--- config.mk ---
export PLATFORM = sky130hd
export DESIGN_NAME = serial_sub
export DESIGN_NICKNAME = d
export VERILOG_FILES = /design/src/rtl/serial_sub.sv
export SDC_FILE = /design/constraint.sdc
export NUM_CORES = 1
export LEC_CHECK = 0
export CORE_MARGIN = 2
export CORE_UTILIZATION = 25
export DETAILED_ROUTE_END_ITERATION = 6
export PLACE_DENSITY_LB_ADDON = 0.12
export SYNTH_ARGS = -nofsm -noshare
export SYNTH_HDL_FRONTEND = slang
export SYNTH_SLANG_ARGS = --single-unit
--- constraint.sdc ---
create_clock -name clk -period 4.9 [get_ports clk]
set_clock_uncertainty 0.15 [all_clocks]
set_input_delay 0.49 -clock clk [delete_from_list [all_inputs] [get_ports clk]]
set_output_delay 0.49 -clock clk [all_outputs]
set_load 0.02 [all_outputs]
--- src/rtl/serial_sub.sv ---
// Multi-cycle subtractor: result = a - b - bin, BPC bits per clock, LSB slice first.
// Valid/ready on both sides; borrow-out, signed overflow and zero flags are registered with the result.
module serial_sub #(
    parameter int WIDTH = 8,
    parameter int BPC   = 1
) (
    input  logic             clk,
    input  logic             rst,
    input  logic             in_valid,
    output logic             in_ready,
    input  logic [WIDTH-1:0] a,
    input  logic [WIDTH-1:0] b,
    input  logic             bin,
    output logic             out_valid,
    input  logic             out_ready,
    output logic [WIDTH-1:0] result,
    output logic             bout,
    output logic             ovf,
    output logic             zero,
    output logic             busy
);

    // state | meaning
    // IDLE  | ready for a new operand set
    // RUN   | one BPC-bit slice per edge, N edges in total
    // DONE  | result and flags valid, waiting for out_ready
    localparam int N  = (BPC > 0) ? WIDTH / BPC : 1;
    localparam int CW = (N > 1) ? $clog2(N) : 1;

    generate
        if ((WIDTH < 2) || (BPC < 1) || (BPC > WIDTH) || ((WIDTH % BPC) != 0)) begin : g_bad_params
            $error("serial_sub: WIDTH must be >= 2 and BPC must divide WIDTH");
        end
    endgenerate

    typedef enum logic [1:0] {IDLE, RUN, DONE} state_t;

    state_t             state, state_nxt;
    logic [WIDTH-1:0]   a_sh, b_sh, d_sh;
    logic               a_msb, b_msb, borrow;
    logic [CW-1:0]      cnt;
    logic [BPC-1:0]     slice_d;
    logic               slice_c;
    logic [WIDTH+BPC-1:0] d_cat;
    logic [WIDTH-1:0]   d_nxt;
    logic               last;

    // BPC full-subtractor cells rippling the borrow LSB to MSB within the slice
    always_comb begin : slice_cells
        logic c;
        slice_d = '0;
        c       = borrow;
        for (int i = 0; i < BPC; i++) begin
            slice_d[i] = a_sh[i] ^ b_sh[i] ^ c;
            c          = (~a_sh[i] & b_sh[i]) | (~(a_sh[i] ^ b_sh[i]) & c);
        end
        slice_c = c;
    end

    // New slice enters at the top so that after N slices the LSB slice sits at bit 0
    assign d_cat = {slice_d, d_sh};
    assign d_nxt = d_cat[WIDTH+BPC-1:BPC];
    assign last  = (cnt == CW'(N - 1));

    always_ff @(posedge clk or posedge rst) begin
        if (rst) state <= IDLE;
        else     state <= state_nxt;
    end

    always_comb begin
        state_nxt = state;
        in_ready  = 1'b0;
        out_valid = 1'b0;
        busy      = 1'b0;
        case (state)
            IDLE: begin
                in_ready = 1'b1;
                if (in_valid) state_nxt = RUN;
            end
            RUN: begin
                busy = 1'b1;
                if (last) state_nxt = DONE;
            end
            DONE: begin
                out_valid = 1'b1;
                if (out_ready) state_nxt = IDLE;
            end
            default: state_nxt = IDLE;
        endcase
    end

    always_ff @(posedge clk or posedge rst) begin
        if (rst) begin
            a_sh   <= '0;
            b_sh   <= '0;
            d_sh   <= '0;
            a_msb  <= 1'b0;
            b_msb  <= 1'b0;
            borrow <= 1'b0;
            cnt    <= '0;
            result <= '0;
            bout   <= 1'b0;
            ovf    <= 1'b0;
            zero   <= 1'b0;
        end else begin
            case (state)
                IDLE: begin
                    if (in_valid) begin
                        a_sh   <= a;
                        b_sh   <= b;
                        a_msb  <= a[WIDTH-1];
                        b_msb  <= b[WIDTH-1];
                        borrow <= bin;
                        cnt    <= '0;
                    end
                end
                RUN: begin
                    a_sh   <= a_sh >> BPC;
                    b_sh   <= b_sh >> BPC;
                    d_sh   <= d_nxt;
                    borrow <= slice_c;
                    cnt    <= cnt + CW'(1);
                    if (last) begin
                        result <= d_nxt;
                        bout   <= slice_c;
                        ovf    <= (a_msb ^ b_msb) & (a_msb ^ d_nxt[WIDTH-1]);
                        zero   <= (d_nxt == '0);
                    end
                end
                default: ;
            endcase
        end
    end

endmodule
==> results.txt, run 1 <==
For this run, the register share of the synthesized area comes to 53.0%. The arrival time at the worst endpoint came out at 2.66 ns. The total of hold buffers inserted after clock tree synthesis came out at 0.

The total vias in the final route is 1391. Detailed placement ended at an HPWL of 2.83 mm. The share of the synthesized area in compound gates (AO/OA/AOI/OAI) is 18.5%. Yosys attributes the largest share of cell area to sky130_fd_sc_hd__dfrtp_1 53%, sky130_fd_sc_hd__mux2_2 5.7%, sky130_fd_sc_hd__nand2_1 5.5%. The floorplan has 32 rows. For the pin with the worst max-slew slack, the measured transition is 0.873 ns. The count of boundary I/O pins is 35. Sequential cells account for 44.0% of the total power. The number of detailed-routing iterations run before antenna repair is 4. The starting density of the core came out at 25.7%. The fraction of synthesis flops using an asynchronous set or reset pin is 100%. The wire length of the first global-routing pass is 7.52 mm. For this run, the leading register cell type out of synthesis is sky130_fd_sc_hd__dfrtp_1. The startpoint identified for the worst hold timing path is ovf. In the detailed route, the total length drawn on met3 is 195 microns. The synthesized netlist devotes 15.3% of its cell area to simple gates. Of the total power, the share spent switching nets is 38.1%. The total standard cell area after synthesis is 1980 sq um. The xor-xnor portion of the synthesized cell area came out at 0%. The flow ran to the end, and the final reports show no timing, DRC or antenna violations. The count of synthesis-stage warnings from yosys is 0. No sink is reached through more buffers than the 2 on the longest clock path.

The placed instances occupy a cell area of 2370 sq um. The detailed-routed wire length on met2 came out at 1.97 mm. The final count of pins violating max slew is 0. The number of nets at the end of the flow is 239.

The adder and majority cell fraction of the synthesized area is 2.27%. The floorplan step defined a die boundary enclosing 8670 sq um. The category of the most critical setup path is reg -> out.

The CTS tree is yes. Data on the critical path is required at its endpoint by 4.26 ns. The detail route stage leaves a number of antenna-violating nets equal to 0.

By area, the combinational part of the netlist is dominated by compound AO/OA/AOI/OAI gates. In this run, synthesis inferred 0 flip-flops with an integrated enable. The number of design rule violations left after detail routing is 0.

The startpoint identified for the worst register-to-register timing path is state[1]. The type of element capturing the critical path is an output port. Counting instances in the post-synthesis netlist gives the leading cell types as 42 x sky130_fd_sc_hd__dfrtp_1, 29 x sky130_fd_sc_hd__nand2_1, 15 x sky130_fd_sc_hd__a21oi_1.

The fraction of layout cells with a size suffix above 1 came out at 12.0%. The standby leakage power came out at 1.08 nW. The final-report hold violation count is 0. Entering global routing, the biggest net connects 43 pins. Synthesis produced a netlist whose cell count is 184. After global routing the overflow that remains totals 0. The critical path starts at state[0]. Before CTS, the worst setup slack after placement is 1.88 ns. The count of antenna diodes in the layout came out at 0. The maximum fanout encountered on the critical timing path is 25.

Routability-driven placement finished with a final weighted congestion of 0.681. The maximum resistive drop on vdd came out at 0.225 mV. Compared with the post-synthesis result, the final layout area differs by 24.3%. Summed over all nets, the switching power comes to 0.000546 W. The final period demand of the worst path is 3.30 ns. The library cell used as clock root buffer is sky130_fd_sc_hd__clkbuf_8. The design draws 0.00143 W. The accumulated negative setup slack is 0 ns.

Summed over all instances, the cell type with the most area after synthesis is sky130_fd_sc_hd__dfrtp_1. The fmax came out at 303 MHz. The DRC marker count from the first detailed-route iteration came out at 65.

The share of synthesized area in the top cell type comes to 53.0%. The post-layout worst setup margin is 1.60 ns. The detailed-routing wirelength on met1 came out at 2.34 mm. Clock-pin slew was measured on the worst setup and hold paths at 0.08 ns. The region available for standard cell placement spans 7730 sq um. The number of different library cells in the post-synthesis netlist came out at 29. Counting the fill cells in the layout gives 805. The net count after synthesis came out at 208. The post-synthesis register bit count is 42.

The combinational cell fraction of total power came out at 39.7%. The floorplan die height is 93.1 microns. The post-route standard cell area excluding fillers came out at 2470 sq um. The cell-internal power is 0.000887 W. The highest routing layer actually used is met4. The post-synthesis mux area share came out at 5.67%. The number of H-tree levels is 2. Setup violations remaining at the end of the flow were counted as 0. The average wire per standard cell is 14.3 microns. In the routed layout, each cell is associated on average with a via count of 4.37. The sink count of the clock tree came out at 42.

The initial antenna violation count is 0. The synthesized area per cell came out at 10.8 sq um. Setup repair after global routing left no endpoint under its margin. For this block, the routed nets add up to 4.56 mm of wire. The kind of start point of the critical path is a flip-flop. The worst hold margin is 0.346 ns.

The headroom to the max-slew limit is 41.8%. The most common cell in the synthesized netlist is sky130_fd_sc_hd__dfrtp_1. In this run the power density over the cells is 581 nW/um^2. The die outline width came out at 93.1 microns.

The tool flagged a number of max-cap violations equal to 0. The clock reaches the later pin of the worst-skew pair after 0.29 ns. Dividing the final minimum period by the clock period gives 67.4%. The clock network accounts for 16.2% of the total power. The number of setup buffers added after CTS is 0. The via count of the first global-routing pass came out at 1417.

The worst hold path belongs to the class reg -> reg. The TritonCTS buffer count is 5. The count of input and output buffers came out at 34. Gates resized during post-CTS repair numbered 0. In the global route stage, overall resource usage came out at 11.2%.
[power groups by stage]
stage / combinational, W / clock [W] / sequential [W]
final: 0.000569 / 0.000233 / 0.000631
after global routing: 0.000640 / 0.000257 / 0.000654
after global placement: 0.000572 / 0 / 0.000641
after CTS: 0.000580 / 0.000243 / 0.000634
after detailed placement: 0.000576 / 0 / 0.000639
after floorplan: 0.000394 / 0 / 0.000628
[flip-flops by register name, summed over array words and instances (netlist names)]
name / flops
state: 2
a_sh: 8
cnt: 3
d_sh: 7
b_msb: 1
ovf: 1
b_sh: 8
zero: 1
borrow: 1
bout: 1
a_msb: 1
result: 8
[cell families after synthesis]
logic type,Yosys count
buf+inv,16
flops,42
compound gates,58
simple gates,55
fa+ha+maj,3
mux,10
[critical path, stage by stage, from the launching register on]
cell                              delay (ns)
sky130_fd_sc_hd__dfrtp_1                0.89
sky130_fd_sc_hd__nand2b_1               0.44
sky130_fd_sc_hd__inv_4                  0.36
sky130_fd_sc_hd__clkdlybuf4s50_1        0.68
[per-layer routing]
metal	up-vias	global-route usage (%)
li1	700	-
met1	655	16.5
met2	31	15.9
met3	5	3.06
met4	0	3.68
met5	-	0
[final cells by class]
cell class / instances / area (sq um) / share of cell area, %
flip-flops and latches: 42 / 1050 / 42.6
inverters: 5 / 21.3 / 0.863
multi-input cells: 126 / 827 / 33.5
clock inverters: 1 / 5.00 / 0.203
repair buffers: 35 / 348 / 14.1
well taps: 102 / 128 / 5.18
clock buffers: 7 / 86.3 / 3.50
[per-stage QoR]
step                      utilization, %  cells
after global placement              30.7    310
after floorplan                        -    184
after CTS                           31.9    318
after detailed placement            30.7    310
after global routing                31.9    318
final                               31.9    318
[path summary, 6_finish.rpt]
| kind | end | slack (ns) | cells past startpoint |
|---|---|---|---|
| min in group asynchronous | ovf | 0.48 | 3 |
| max reg2reg | a_sh[5] | 2.65 | 4 |
| max | busy | 1.60 | 3 |
| max in group asynchronous | b_sh[0] | 3.75 | 3 |
| min reg2reg | ovf | 0.35 | 2 |
| min | ovf | 0.35 | 2 |
[placed cells by master (no fill, tap or decap), types with 2 or more instances in the layout]
master	instances
sky130_fd_sc_hd__dfrtp_1	42
sky130_fd_sc_hd__clkdlybuf4s50_1	34
sky130_fd_sc_hd__nand2_1	29
sky130_fd_sc_hd__a21oi_1	15
sky130_fd_sc_hd__o21ai_0	14
sky130_fd_sc_hd__nor2b_1	11
sky130_fd_sc_hd__a22oi_1	11
sky130_fd_sc_hd__mux2_2	10
sky130_fd_sc_hd__o21ai_1	8
sky130_fd_sc_hd__and2b_1	6
sky130_fd_sc_hd__clkbuf_8	6
sky130_fd_sc_hd__inv_1	4
sky130_fd_sc_hd__a22oi_2	3
sky130_fd_sc_hd__a2bb2oi_1	3
sky130_fd_sc_hd__nand2b_1	2
sky130_fd_sc_hd__a22o_1	2
sky130_fd_sc_hd__nor4_1	2
sky130_fd_sc_hd__ha_1	2
Power figures use the tool's default switching activity.
==> inputs of run 2 (changes only) <==
==> constraint.sdc (replaced) <==
create_clock -name clk -period 3.05 [get_ports clk]
set_clock_uncertainty 0.15 [all_clocks]
set_input_delay 0.305 -clock clk [delete_from_list [all_inputs] [get_ports clk]]
set_output_delay 0.305 -clock clk [all_outputs]
set_load 0.02 [all_outputs]
==> run 2 against run 1 <==
  * Clock power increased by 59%
  * Wire length decreased by 0.77%
  * Hold slack got worse by 0.055 ns
  * Clock-buffer cell count unchanged
  * Largest power group is now combinational cells
  * Global-route usage increased by 0.28 points
  * Critical endpoint unchanged
  * Core utilization increased by 0.29 points
  * Largest cell class unchanged
  * Non-clock buffer count increased by 3
  * Critical path depth unchanged
==> results.txt, run 2 (synthesis gave the netlist of run 1 again) <==
The kind of start point of the critical path is a flip-flop. The CTS tree is yes. Setup repair after global routing left no endpoint under its margin. The headroom to the max-slew limit came to 63.5% (+22 points). The final-report hold violation count came out at 0 (unchanged). The count of antenna diodes in the layout came out at 0 (unchanged). The detailed placer's ending HPWL is 2.91 mm (+2.6%). The worst setup path is captured at an output port. The number of detailed-routing iterations run before antenna repair came out at 4 (unchanged). The number of setup buffers added after CTS is 0 (unchanged). The library cell used most frequently in the layout, excluding fill and tap cells, is sky130_fd_sc_hd__dfrtp_1. The clock network latency to the later pin of the worst-skew pair is 0.29 ns (about the same). The pin count of the biggest net entering global routing is 43 (unchanged). The sequential cell area is 1050 sq um (unchanged). The total wirelength of the detailed-routed design was 4.52 mm (-0.77%). The reported max-cap violation count came out at 0 (unchanged).

The initial antenna violation count is 0 (unchanged). The ratio of total power to cell area is 927 nW/um^2 (+60%). The worst min-delay path category is in -> async. The global placement routability congestion came out at 0.668 (-2.0%).

The share of the clock period used by the worst path after layout came out at 80.7%. The core box area was 7730 sq um (unchanged). The fraction of layout cells with a size suffix above 1 was 13.2% (+1.2 points). The number of nets at the end of the flow came out at 242 (+1.3%).

The largest incremental delay on the critical path was 0.66 ns (-0.23 ns). The starting density of the core came out at 25.7% (unchanged). The depth of the most critical reg-to-reg path is 4 (unchanged). The transition time of the tightest slew-check pin came out at 0.548 ns (-0.325 ns).

The filler cell count in the final layout came to 815 (+1.2%). The combined buffer and inverter count along the critical path is 2 (unchanged). The accumulated negative setup slack is 0 ns (unchanged). The largest individual stage delay along the critical path comes from the cell sky130_fd_sc_hd__clkdlybuf4s50_1. The logic depth of the worst path, buffers included came out at 3 (unchanged). The final core utilization is 32.2% (+0.29 points). The most critical setup path has its startpoint at state[1].

The via-per-instance ratio is 4.47 (+2.3%). The count of boundary I/O pins is 35 (unchanged). The largest registers in the layout are a_sh x8, b_sh x8, result x8. The floorplan die area came out at 8670 sq um (unchanged). The TritonCTS buffer count is 5 (unchanged). The arrival time at the worst endpoint is 2.00 ns (-0.66 ns). The power after layout came out at 0.00231 W (+61%). The number of buffers between clock root and the deepest sink came out at 2 (unchanged). The total vias in the final route was 1436 (+3.2%). The setup slack on the worst flop-to-flop path came out at 1.25 ns (-1.40 ns). The top cell types in the final layout, fill and taps aside, are 42 x sky130_fd_sc_hd__dfrtp_1, 34 x sky130_fd_sc_hd__clkdlybuf4s50_1, 29 x sky130_fd_sc_hd__nand2_1.

The total of endpoints with negative setup slack in the final report came to 0 (unchanged). The DRC marker count from the first detailed-route iteration is 54 (-17%). The row count was 32 (unchanged).

The final period demand of the worst path is 2.46 ns. Derived from the worst setup path, the maximum achievable clock frequency is 407 MHz. The standby leakage power was 1.09 nW (+1.4%). The clock-pin slew of the registers on the worst-case setup and hold paths is 0.08 ns (about the same). The endpoint identified for the worst register-to-register timing path is zero. The maximum fanout encountered on the critical timing path is 23 (-8.0%). The maximum resistive drop on vdd is 0.408 mV (+81%). The remaining global-route overflow came out at 0 (unchanged). The post-cts gate resize count is 0 (unchanged). The worst setup path is of the reg -> out kind.

The library cell used as clock root buffer is sky130_fd_sc_hd__clkbuf_8. Walking the worst path, the cells encountered are nand2b_1 -> inv_4 -> clkdlybuf4s50_1. The count of input and output buffers was 34 (unchanged). The die outline width came out at 93.1 microns (unchanged). The floorplan die height came out at 93.1 microns (unchanged).

The multi-input gate area in the final layout was 827 sq um (unchanged). The reg-to-reg startpoint is a_sh[0]. The number of H-tree levels is 2 (unchanged).

The run finished with clean final reports. The number of design rule violations left after detail routing is 0 (unchanged). The kind of cell with the highest combined delay along the critical path is buffers and inverters. The sink count of the clock tree came out at 42 (unchanged). Compared with the post-synthesis result, the final layout area differs by 25.4%. The count of nets left with antenna violations after detail routing is 0 (unchanged). The via count of the first global-routing pass came out at 1504 (+6.1%). The wire length of the first global-routing pass is 7.71 mm (+2.6%). The total of hold buffers inserted after clock tree synthesis is 0 (unchanged). The data required time at the worst endpoint came out at 2.59 ns (-1.67 ns). The final count of pins violating max slew was 0 (unchanged). The global-route total usage across every layer is 11.5% (+0.28 points). The average wire per standard cell came out at 14.1 microns (-1.7%). The critical path ends at busy.
-- run 2: changes by cell type in the layout (fill, tap and decap cells not counted), sizes merged --
cell / change
buf: +3
-- run 2: tightest hold or removal path, cell delays in order --
cell and delay, ns:
sky130_fd_sc_hd__clkdlybuf4s50_1 0.39, sky130_fd_sc_hd__inv_1 0.05, sky130_fd_sc_hd__buf_4 0.45
-- run 2: how the worst min path moves through the flow --
stage / end / cells past startpoint / slack, ns
finish: a_msb / 3 / 0.29
global route: result[4] / 1 / 0.38
CTS: a_msb / 3 / 0.32
detailed placement: b_sh[6] / 2 / 0.33
global placement: b_sh[6] / 2 / 0.32
floorplan: state[1] / 1 / 0.26
-- run 2: power by group --
| part | internal, W | switching [W] | leakage [nW] |
|---|---|---|---|
| clock network | 0.000183 | 0.000188 | 0.0482 |
| logic | 0.000463 | 0.000518 | 0.509 |
| registers | 0.000791 | 0.000164 | 0.538 |
-- run 2: final cells by class --
type                            count  share of cell area, %
Clock buffer                        7                   3.47
Clock inverter                      1                  0.201
Inverter                            5                  0.855
Multi-Input combinational cell    126                   33.2
Sequential cell                    42                   42.2
Tap cell                          102                   5.13
Timing Repair Buffer               38                   14.9
-- run 2: per-stage QoR --
stage / worst slack [ns] / cell area [sq um] / hold slack (ns) / cells
final: 0.590 / 2490 / 0.291 / 321
after global routing: 0.450 / 2490 / 0.380 / 321
after CTS: 0.548 / 2490 / 0.317 / 321
after detailed placement: 0.885 / 2400 / 0.331 / 313
after global placement: 0.919 / 2400 / 0.323 / 313
after floorplan: 1.42 / 1980 / 0.263 / 184
-- run 2: metal layers --
| metal | part of all wire [%] | vias up | GRT usage [%] |
|---|---|---|---|
| met5 | 0 | - | 0 |
| met4 | 1.4 | 0 | 4.04 |
| met3 | 4.4 | 7 | 2.50 |
| met2 | 43 | 42 | 17.1 |
| met1 | 51 | 685 | 16.5 |
| li1 | - | 702 | - |
